File: src/rtl/vga_sync_gen.sv
// VGA timing generator: horizontal/vertical pixel counters advanced by a
// pixel-rate enable, with registered sync and visible-area decodes plus
// end-of-line / end-of-frame strobes.
module vga_sync_gen #(
    parameter int   H_ACTIVE = 640,
    parameter int   H_FP     = 16,
    parameter int   H_SYNC   = 96,
    parameter int   H_BP     = 48,
    parameter int   V_ACTIVE = 480,
    parameter int   V_FP     = 10,
    parameter int   V_SYNC   = 2,
    parameter int   V_BP     = 33,
    parameter logic SYNC_POL = 1'b0
) (
    input  logic       clk,
    input  logic       reset,
    input  logic       pixel_tick,
    output logic       hsync,
    output logic       vsync,
    output logic       video_on,
    output logic [9:0] pixel_x,
    output logic [9:0] pixel_y,
    output logic       line_end,
    output logic       frame_end
);

    localparam int H_TOTAL = H_ACTIVE + H_FP + H_SYNC + H_BP;
    localparam int V_TOTAL = V_ACTIVE + V_FP + V_SYNC + V_BP;
    localparam int HW      = $clog2(H_TOTAL);
    localparam int VW      = $clog2(V_TOTAL);

    localparam logic [HW-1:0] H_LAST = HW'(H_TOTAL - 1);
    localparam logic [VW-1:0] V_LAST = VW'(V_TOTAL - 1);

    // Decode bounds carry one extra bit so a window ending exactly at the
    // total (zero back porch) still fits.
    localparam logic [HW:0] H_VIS    = (HW+1)'(H_ACTIVE);
    localparam logic [HW:0] HS_START = (HW+1)'(H_ACTIVE + H_FP);
    localparam logic [HW:0] HS_END   = (HW+1)'(H_ACTIVE + H_FP + H_SYNC);
    localparam logic [VW:0] V_VIS    = (VW+1)'(V_ACTIVE);
    localparam logic [VW:0] VS_START = (VW+1)'(V_ACTIVE + V_FP);
    localparam logic [VW:0] VS_END   = (VW+1)'(V_ACTIVE + V_FP + V_SYNC);

    if (H_TOTAL > 1024) begin : g_h_total_check
        $error("vga_sync_gen: H_TOTAL exceeds 1024");
    end
    if (V_TOTAL > 1024) begin : g_v_total_check
        $error("vga_sync_gen: V_TOTAL exceeds 1024");
    end

    logic [HW-1:0] h_cnt, h_nxt;
    logic [VW-1:0] v_cnt, v_nxt;
    logic          h_last, v_last;
    logic          hs_nxt, vs_nxt, vid_nxt;

    assign h_last = (h_cnt == H_LAST);
    assign v_last = (v_cnt == V_LAST);

    // Next counter values and the decodes of that next position, so the
    // registered outputs line up with the counters on the same edge.
    always_comb begin
        h_nxt = h_cnt;
        v_nxt = v_cnt;
        if (pixel_tick) begin
            h_nxt = h_last ? '0 : h_cnt + 1'b1;
            if (h_last) begin
                v_nxt = v_last ? '0 : v_cnt + 1'b1;
            end
        end
        hs_nxt  = ({1'b0, h_nxt} >= HS_START) && ({1'b0, h_nxt} < HS_END);
        vs_nxt  = ({1'b0, v_nxt} >= VS_START) && ({1'b0, v_nxt} < VS_END);
        vid_nxt = ({1'b0, h_nxt} < H_VIS) && ({1'b0, v_nxt} < V_VIS);
    end

    // Counter and decoded-output registers with synchronous active-low reset.
    always_ff @(posedge clk) begin
        if (!reset) begin
            h_cnt    <= '0;
            v_cnt    <= '0;
            hsync    <= ~SYNC_POL;
            vsync    <= ~SYNC_POL;
            video_on <= 1'b1;
        end else begin
            h_cnt    <= h_nxt;
            v_cnt    <= v_nxt;
            hsync    <= hs_nxt ? SYNC_POL : ~SYNC_POL;
            vsync    <= vs_nxt ? SYNC_POL : ~SYNC_POL;
            video_on <= vid_nxt;
        end
    end

    assign pixel_x   = 10'(h_cnt);
    assign pixel_y   = 10'(v_cnt);
    // Strobes are gated by reset so a held tick during reset never pulses.
    assign line_end  = reset & pixel_tick & h_last;
    assign frame_end = line_end & v_last;

endmodule

File: config.mk
export PLATFORM = sky130hd
export DESIGN_NAME = vga_sync_gen
export DESIGN_NICKNAME = d
export VERILOG_FILES = /design/src/rtl/vga_sync_gen.sv
export SDC_FILE = /design/constraint.sdc
export NUM_CORES = 1
export LEC_CHECK = 0
export CORE_MARGIN = 2
export CORE_UTILIZATION = 54
export DETAILED_ROUTE_END_ITERATION = 12
export MAX_ROUTING_LAYER = met4
export PLACE_DENSITY_LB_ADDON = 0.15
export SLEW_MARGIN = 20
export SYNTH_ARGS = -nofsm -noshare
export SYNTH_HDL_FRONTEND = slang
export SYNTH_SLANG_ARGS = --single-unit
File: constraint.sdc
create_clock -name clk -period 3.42 [get_ports clk]
set_input_delay 0.855 -clock clk [delete_from_list [all_inputs] [get_ports clk]]
set_output_delay 0.855 -clock clk [all_outputs]
set_load 0.01 [all_outputs]
=== After elaboration in Yosys (flattened, before gate mapping) ===
Cells that the tools add are included.

* Add/sub/neg operators: 2
* Order comparisons: 6
* Equality and inequality tests: 2
* Multiplexer cells: 7
* Bitwise operators: 3
* Reduce and logical (&&, ||, !) cells: 3

{| class="wikitable"
|+ Operators by type and width
! operator !! number
|-
| $mux 10 || 5
|-
| $add 10x1->10 const B || 2
|-
| $eq 10x10->1 const B || 2
|-
| $lt 10x10->1 const B || 2
|-
| $lt 10x9->1 const B || 2
|-
| $ge 10x10->1 const B || 1
|-
| $ge 10x9->1 const B || 1
|-
| $and 1x1->1 || 3
|-
| $logic_and 1x1->1 || 3
|-
| $mux 1 || 2
|}

* Flip-flop bits (word level): 23
* Input bits: 3
* Output and inout port bits: 25

=== Longest topological paths before layout ===
Gate-level depths: netlist (run 1).

* Depth after elaboration: 7
* Depth in mapped cells: 8
* Gate-level depth less buffers: 8

=== Worst setup path before layout (run 1) ===
OpenSTA, ideal clock, no wires.

* Kind: input port to output port
* Start point: input port pixel_tick
* End point: output port frame_end
* Data arrival time: 1.887 ns
* Setup slack: 0.678 ns
* Cell stages on the path: 5
* Buffers on the path: 2
* Path through: buf_2 > inv_1 > nor4_4 > buf_2 > and3_1

* Cells in the longest elaborated chain, start to end: 3

{| class="wikitable"
|+ RTL lines
! what !! RTL line !! text
|-
| start: declaration || 17 || <nowiki>input logic pixel_tick,</nowiki>
|-
| $and 1x1->1 (2 in a row) || 95 || <nowiki>assign line_end = reset & pixel_tick & h_last;</nowiki>
|-
| $and 1x1->1 || 96 || <nowiki>assign frame_end = line_end & v_last;</nowiki>
|-
| end: declaration || 24 || <nowiki>output logic frame_end</nowiki>
|}

Every way passes these cells.

=== Worst setup path in the final report (run 1) ===
Same ends and word-level chain as after synthesis.

==> reports/results.txt, run 1 <==
LEAKAGE: 0.583 nW
register area share after synthesis: 33.8%
Synth Instances: 162
PortBufs: 27
gpl congestion: 0.794
vias in the first global route: 1,064
CTS root buf: clkbuf_4
startpoint types: input port
slowest stage delay, CP: 530 ps
Max Clk Rate: 302 MHz
VDD IR-drop max: 0.187 mV
Syn Nets: 168
clock slew at reported path FFs: 130 ps
EDFF count, synth: 0
routed via count: 1,258
CP arrival: 2450 ps
synthesized area per cell: 8.41 um2
first-pass GRT wire length: 4.84 mm
diodes inserted: 0
die area: 2940 um2
Slew Limit Fails: 0
Net Sw Power: 0.000103 W
P&R area growth vs syn: 23.0%
worst slew pin tran: 384 ps
Flop pwr share: 63.7%
Synth Warn #: 0
wire per inst: 13.6 um
DRT Wirelength: 2.96 mm
critical path's top delay family: buffers and inverters
Clk pwr share: 30.1%
number of synthesized register bits: 23
setup_tns: 0 ps
final hold slack: 596 ps
Clock Latency Late Sink: 310 ps
CP max stage cell: clkdlybuf4s50_1
GRT overflow: 0
top-area cell type share of the netlist area: 33.8%
Clock Sinks: 23
CP dominant cell by count: clkdlybuf4s50_1
Max-Cap Viols: 0
Net Sw Frac: 23.8%
Tot GR Track Use: 23.1%
Pint: 0.000328 W
crit-path max FO: 3
CTS tree: yes
endpoint type of the worst setup path: primary output
setup repair after global routing missed its margin: false
top post-synthesis cells by count: dfxtp_1, nand2_1, nand4_1, nor2_1, and2_1
count leader, synth: dfxtp_1
Yosys top cell by area: dfxtp_1
Main synth FF type: dfxtp_1
layout cells sized above 1: 8.51%
CP required: 2560 ps
boundary pin count: 28
clock skew: 3.96 ps
die height: 54.2 um
Resized Gates After CTS: 0
DRT Pass-1 Iters: 4
number of hold violations in the final report: 0
Num CTS Buffers: 3
Final Cycle Share: 96.8%
Rows: 18
Post-DP HPWL: 2.12 mm
Critical Path, Cell by Cell: clkdlybuf4s50_1, inv_1, nor4_4, and3_1, clkdlybuf4s50_1
antenna violations before repair: 0
synthesized cell area: 1360 um2
Post-CTS Hold Buffers: 0
Synth area leaders: dfxtp_1, nand4_1, nand2_1, xnor2_1, and2_1
H-tree levels: 1
Clock Path Buffers: 2
Combinational Power Share: 6.2%
CORE AREA: 2430 um2
DRT iter0 DRCs: 50
Post-CTS Setup Bufs: 0
initial core utilization: 56.0%
worst hold path type: register to register
Unique masters post-synth: 42
Power Density: 257 nW/um2
Via density: 5.77
Setup violations, final: 0
worst slew margin relative to its limit: 74.4%
nets@finish: 195
post-layout min period: 3310 ps
DRT antenna net count: 0
CP Class: input port to primary output
CP bufs+invs: 3
Die W: 54.2 um
Async SR Flop Fraction: 0%
status: finished clean
largest net degree at the start of global routing: 17
Residual DRC: 0
==> layout by cell type, fill, tap and decap left out, types with 3 or more instances in the layout <==
| cell | Yosys | layout |
|---|---|---|
| xor2_1 | 5 | 5 |
| o211ai_1 | 3 | 3 |
| dfxtp_1 | 23 | 23 |
| nor2b_1 | 4 | 4 |
| nor3_1 | 3 | 3 |
| and3_1 | 4 | 4 |
| and2_1 | 8 | 8 |
| nand2_1 | 17 | 17 |
| a21oi_1 | 5 | 5 |
| nand3_1 | 6 | 6 |
| nand3b_1 | 3 | 3 |
| buf_4 | 0 | 4 |
| clkdlybuf4s50_1 | 0 | 27 |
| ha_1 | 3 | 3 |
| nand4_1 | 12 | 12 |
| nor2_1 | 11 | 11 |
| o21ai_1 | 3 | 3 |
| inv_1 | 6 | 6 |
| xnor2_1 | 6 | 6 |
| clkbuf_4 | 0 | 3 |
| o21ai_0 | 3 | 3 |
==> stage by stage <==
stage | total power (W) | instance area, um2 | setup slack, ps | cells | utilization [%]
after floorplan | 0.000294 | 1360 | 678 | 162 | -
after global placement | 0.000307 | 1650 | 139 | 214 | 67.7
after detailed placement | 0.000308 | 1650 | 121 | 214 | 67.7
after CTS | 0.000436 | 1680 | 104 | 218 | 68.9
after global routing | 0.000448 | 1680 | 24.3 | 218 | 68.9
final | 0.000431 | 1680 | 111 | 218 | 68.9
==> tightest hold or removal path, delay by kind of cell, from the launching register on <==
kind | cells | cell delay, ps
AOI/OAI and AO/OA | 1 | 80
and+or+nand+nor | 1 | 100
DFF | 1 | 390
==> logic make-up after synthesis <==
group | after synthesis | synth area share [%]
DFF | 23 | 33.8
and+or+nand+nor | 84 | 37.5
xor gates and xnor gates | 11 | 7.07
buffers and inverters | 15 | 5.51
muxes | 2 | 1.56
adders and majority gates | 3 | 2.76
AOI/OAI and AO/OA | 24 | 11.8
==> sequential cells by signal, summed over array words and instances (netlist names) <==
signal    cells
vsync         1
video_on      1
hsync         1
pixel_x      10
pixel_y      10
==> layout make-up <==
cell class / count / area, um2
Inverter: 6 / 22.5
Tap cell: 30 / 37.5
Timing Repair Buffer: 31 / 300
Clock inverter: 1 / 5.00
Fill cell: 220 / 757
Clock buffer: 3 / 22.5
Multi-Input combinational cell: 124 / 827
Sequential cell: 23 / 460
==> worst paths after layout <==
| check | startpoint | to | slack (ps) | cells past startpoint |
|---|---|---|---|---|
| max reg2reg | pixel_x[0] | vsync | 1250 | 8 |
| min | pixel_x[4] | pixel_x[4] | 600 | 2 |
| min reg2reg | pixel_x[4] | pixel_x[4] | 600 | 2 |
| max | pixel_tick | frame_end | 110 | 5 |
==> power by group through the flow <==
stage               combinational [W]  sequential, W  clock [W]
global route                0.0000301       0.000275   0.000142
detailed placement          0.0000271       0.000280          0
CTS                         0.0000272       0.000275   0.000134
finish                      0.0000268       0.000275   0.000130
floorplan                   0.0000126       0.000281          0
global placement            0.0000267       0.000280          0
==> layer usage <==
layer  track usage, %  wire length [um]  share of wire [%]
met5                -                 0                  0
met3             2.73               155                5.2
met1             33.3              1430                 48
met4             9.17                32                1.1
met2             32.7              1340                 45
(Power assumes the default switching activity.)
==> inputs of run 2 (changes only) <==
Settings changed: CORE_UTILIZATION 54 to 50.
Clock period 3.42 ns to 4.27 ns, I/O delays scaled along.
==> reports/results.txt, run 2 (synthesis gave the netlist of run 1 again) <==
worst slew margin relative to its limit: 70.3% (was 74.4%)
Final Cycle Share: 88.7%
Setup violations, final: 0 (unchanged)
worst reg-to-reg setup slack: 2090 ps (was 1250 ps)
Via density: 5.71 (was 5.77)
post-layout min period: 3790 ps
Max-Cap Viols: 0 (unchanged)
DRT antenna net count: 0 (unchanged)
layout cells sized above 1: 7.49% (was 8.51%)
startpoint types: input port (unchanged)
CP arrival: 2720 ps (was 2450 ps)
total power: 0.000340 W (was 0.000431 W)
Die W: 56.2 um (was 54.2 um)
Post-DP HPWL: 2.21 mm (was 2.12 mm)
status: finished clean (unchanged)
CP dominant cell by count: clkdlybuf4s50_1 (unchanged)
nets@finish: 194 (was 195)
crit-path max FO: 3 (unchanged)
reg2reg start: pixel_x[0] (unchanged)
clock skew: 6.02 ps (was 3.96 ps)
CP bufs+invs: 3 (unchanged)
worst hold path type: register to register (unchanged)
Max Clk Rate: 264 MHz
DRT Wirelength: 2.97 mm (was 2.96 mm)
CTS root buf: clkbuf_4 (unchanged)
non-filler instance count after layout: 217 (was 218)
GRT overflow: 0 (unchanged)
VDD IR-drop max: 0.163 mV (was 0.187 mV)
antenna violations before repair: 0 (unchanged)
clock slew at reported path FFs: 120 ps (was 130 ps)
Resized Gates After CTS: 0 (unchanged)
Clock Sinks: 23 (unchanged)
critical path's top delay family: buffers and inverters (unchanged)
slowest stage delay, CP: 530 ps (about the same)
Post-CTS Hold Buffers: 0 (unchanged)
Power Density: 204 nW/um2 (was 257 nW/um2)
worst reg2reg path depth: 8 (unchanged)
first-pass GRT wire length: 5.03 mm (was 4.84 mm)
Critical Path, Cell by Cell: clkdlybuf4s50_1, inv_1, nor4_4, and3_1, clkdlybuf4s50_1 (unchanged)
DRT Pass-1 Iters: 5 (was 4)
H-tree levels: 1 (unchanged)
reg-to-reg endpoint: vsync (unchanged)
Residual DRC: 0 (unchanged)
Num CTS Buffers: 3 (unchanged)
Rows: 18 (unchanged)
Hold Crit Start: pixel_y[1] (was pixel_x[4])
CTS tree: yes (unchanged)
commonest cells after routing, fill and taps aside: clkdlybuf4s50_1, dfxtp_1, nand2_1 (unchanged)
fillers: 231 (was 220)
CP Class: input port to primary output (unchanged)
Worst Hold Depth: 2 (unchanged)
final hold slack: 604 ps (was 596 ps)
Slew Limit Fails: 0 (unchanged)
worst slew pin tran: 442 ps (was 384 ps)
die height: 56.2 um (was 54.2 um)
setup repair after global routing missed its margin: false (unchanged)
setup_tns: 0 ps (unchanged)
LEAKAGE: 0.575 nW (was 0.583 nW)
Clock Latency Late Sink: 300 ps (was 310 ps)
gpl congestion: 0.856 (was 0.794)
CP max stage cell: clkdlybuf4s50_1 (unchanged)
number of hold violations in the final report: 0 (unchanged)
boundary pin count: 28 (unchanged)
largest net degree at the start of global routing: 14 (was 17)
CORE AREA: 2520 um2 (was 2430 um2)
P&R area growth vs syn: 22.3% (was 23.0%)
vias in the first global route: 1,178 (was 1,064)
routed via count: 1,238 (was 1,258)
DRT iter0 DRCs: 34 (was 50)
endpoint type of the worst setup path: primary output (unchanged)
Post-CTS Setup Bufs: 0 (unchanged)
wire per inst: 13.7 um (was 13.6 um)
CP required: 3200 ps (was 2560 ps)
initial core utilization: 54.0% (was 56.0%)
Clock Path Buffers: 2 (unchanged)
PortBufs: 27 (unchanged)
hold path endpoint: pixel_y[1] (was pixel_x[4])
diodes inserted: 0 (unchanged)
die area: 3160 um2 (was 2940 um2)
Tot GR Track Use: 20.0% (was 23.1%)
placed insts: 213 (was 214)
most common cell after layout, fill and taps aside: clkdlybuf4s50_1 (unchanged)
run 2: cell count changes in the layout (fill, tap and decap cells not counted), sizes merged:
cell,change
clkinv,-1
buf,-1
clkbuf,+1
run 2: area by class of cell:
cell class	count	area, um2	share of cell area, %
sequential	23	460	27.6
clock buffer	4	26.3	1.58
multi-input combinational	124	827	49.6
inverter	6	22.5	1.35
tap	30	37.5	2.25
timing repair buffer	30	293	17.6
run 2: routing by layer:
| metal | part of all wire (%) | track usage, % | vias to the layer above |
|---|---|---|---|
| li1 | - | - | 624 |
| met1 | 46 | 23.3 | 582 |
| met2 | 50 | 35.0 | 30 |
| met3 | 3.9 | 3.26 | 2 |
| met4 | 0.51 | 6.12 | 0 |
| met5 | 0 | - | - |
run 2: per-stage QoR:
step | utilization (%) | worst slack (ps) | instance area, um2
after floorplan | - | 1100 | 1360
after global placement | 65.0 | 506 | 1640
after detailed placement | 65.0 | 485 | 1640
after CTS | 66.1 | 476 | 1670
after global routing | 66.1 | 378 | 1670
final | 66.1 | 484 | 1670
run 2: worst reg2reg max path: cells and delay by family (launching register included):
| family | cells | cell delay, ps |
|---|---|---|
| buf+inv | 1 | 250 |
| xor+xnor | 1 | 190 |
| simple gates | 4 | 730 |
| fa+ha+maj | 1 | 220 |
| compound gates | 1 | 250 |
| flops | 1 | 420 |
run 2: report_power, final:
group          total [W]  internal, W  switching, W
registers       0.000220     0.000217    0.00000298
logic          0.0000215    0.0000110     0.0000105
clock network  0.0000982    0.0000364     0.0000618
run 2: worst max path at each step:
stage	end	start	cells after the start	slack (ps)
after CTS	frame_end	pixel_tick	5	480
after floorplan	frame_end	pixel_tick	5	1100
after global routing	frame_end	pixel_tick	5	380
after detailed placement	frame_end	pixel_tick	5	490
after global placement	frame_end	pixel_tick	5	510
final	frame_end	pixel_tick	5	480
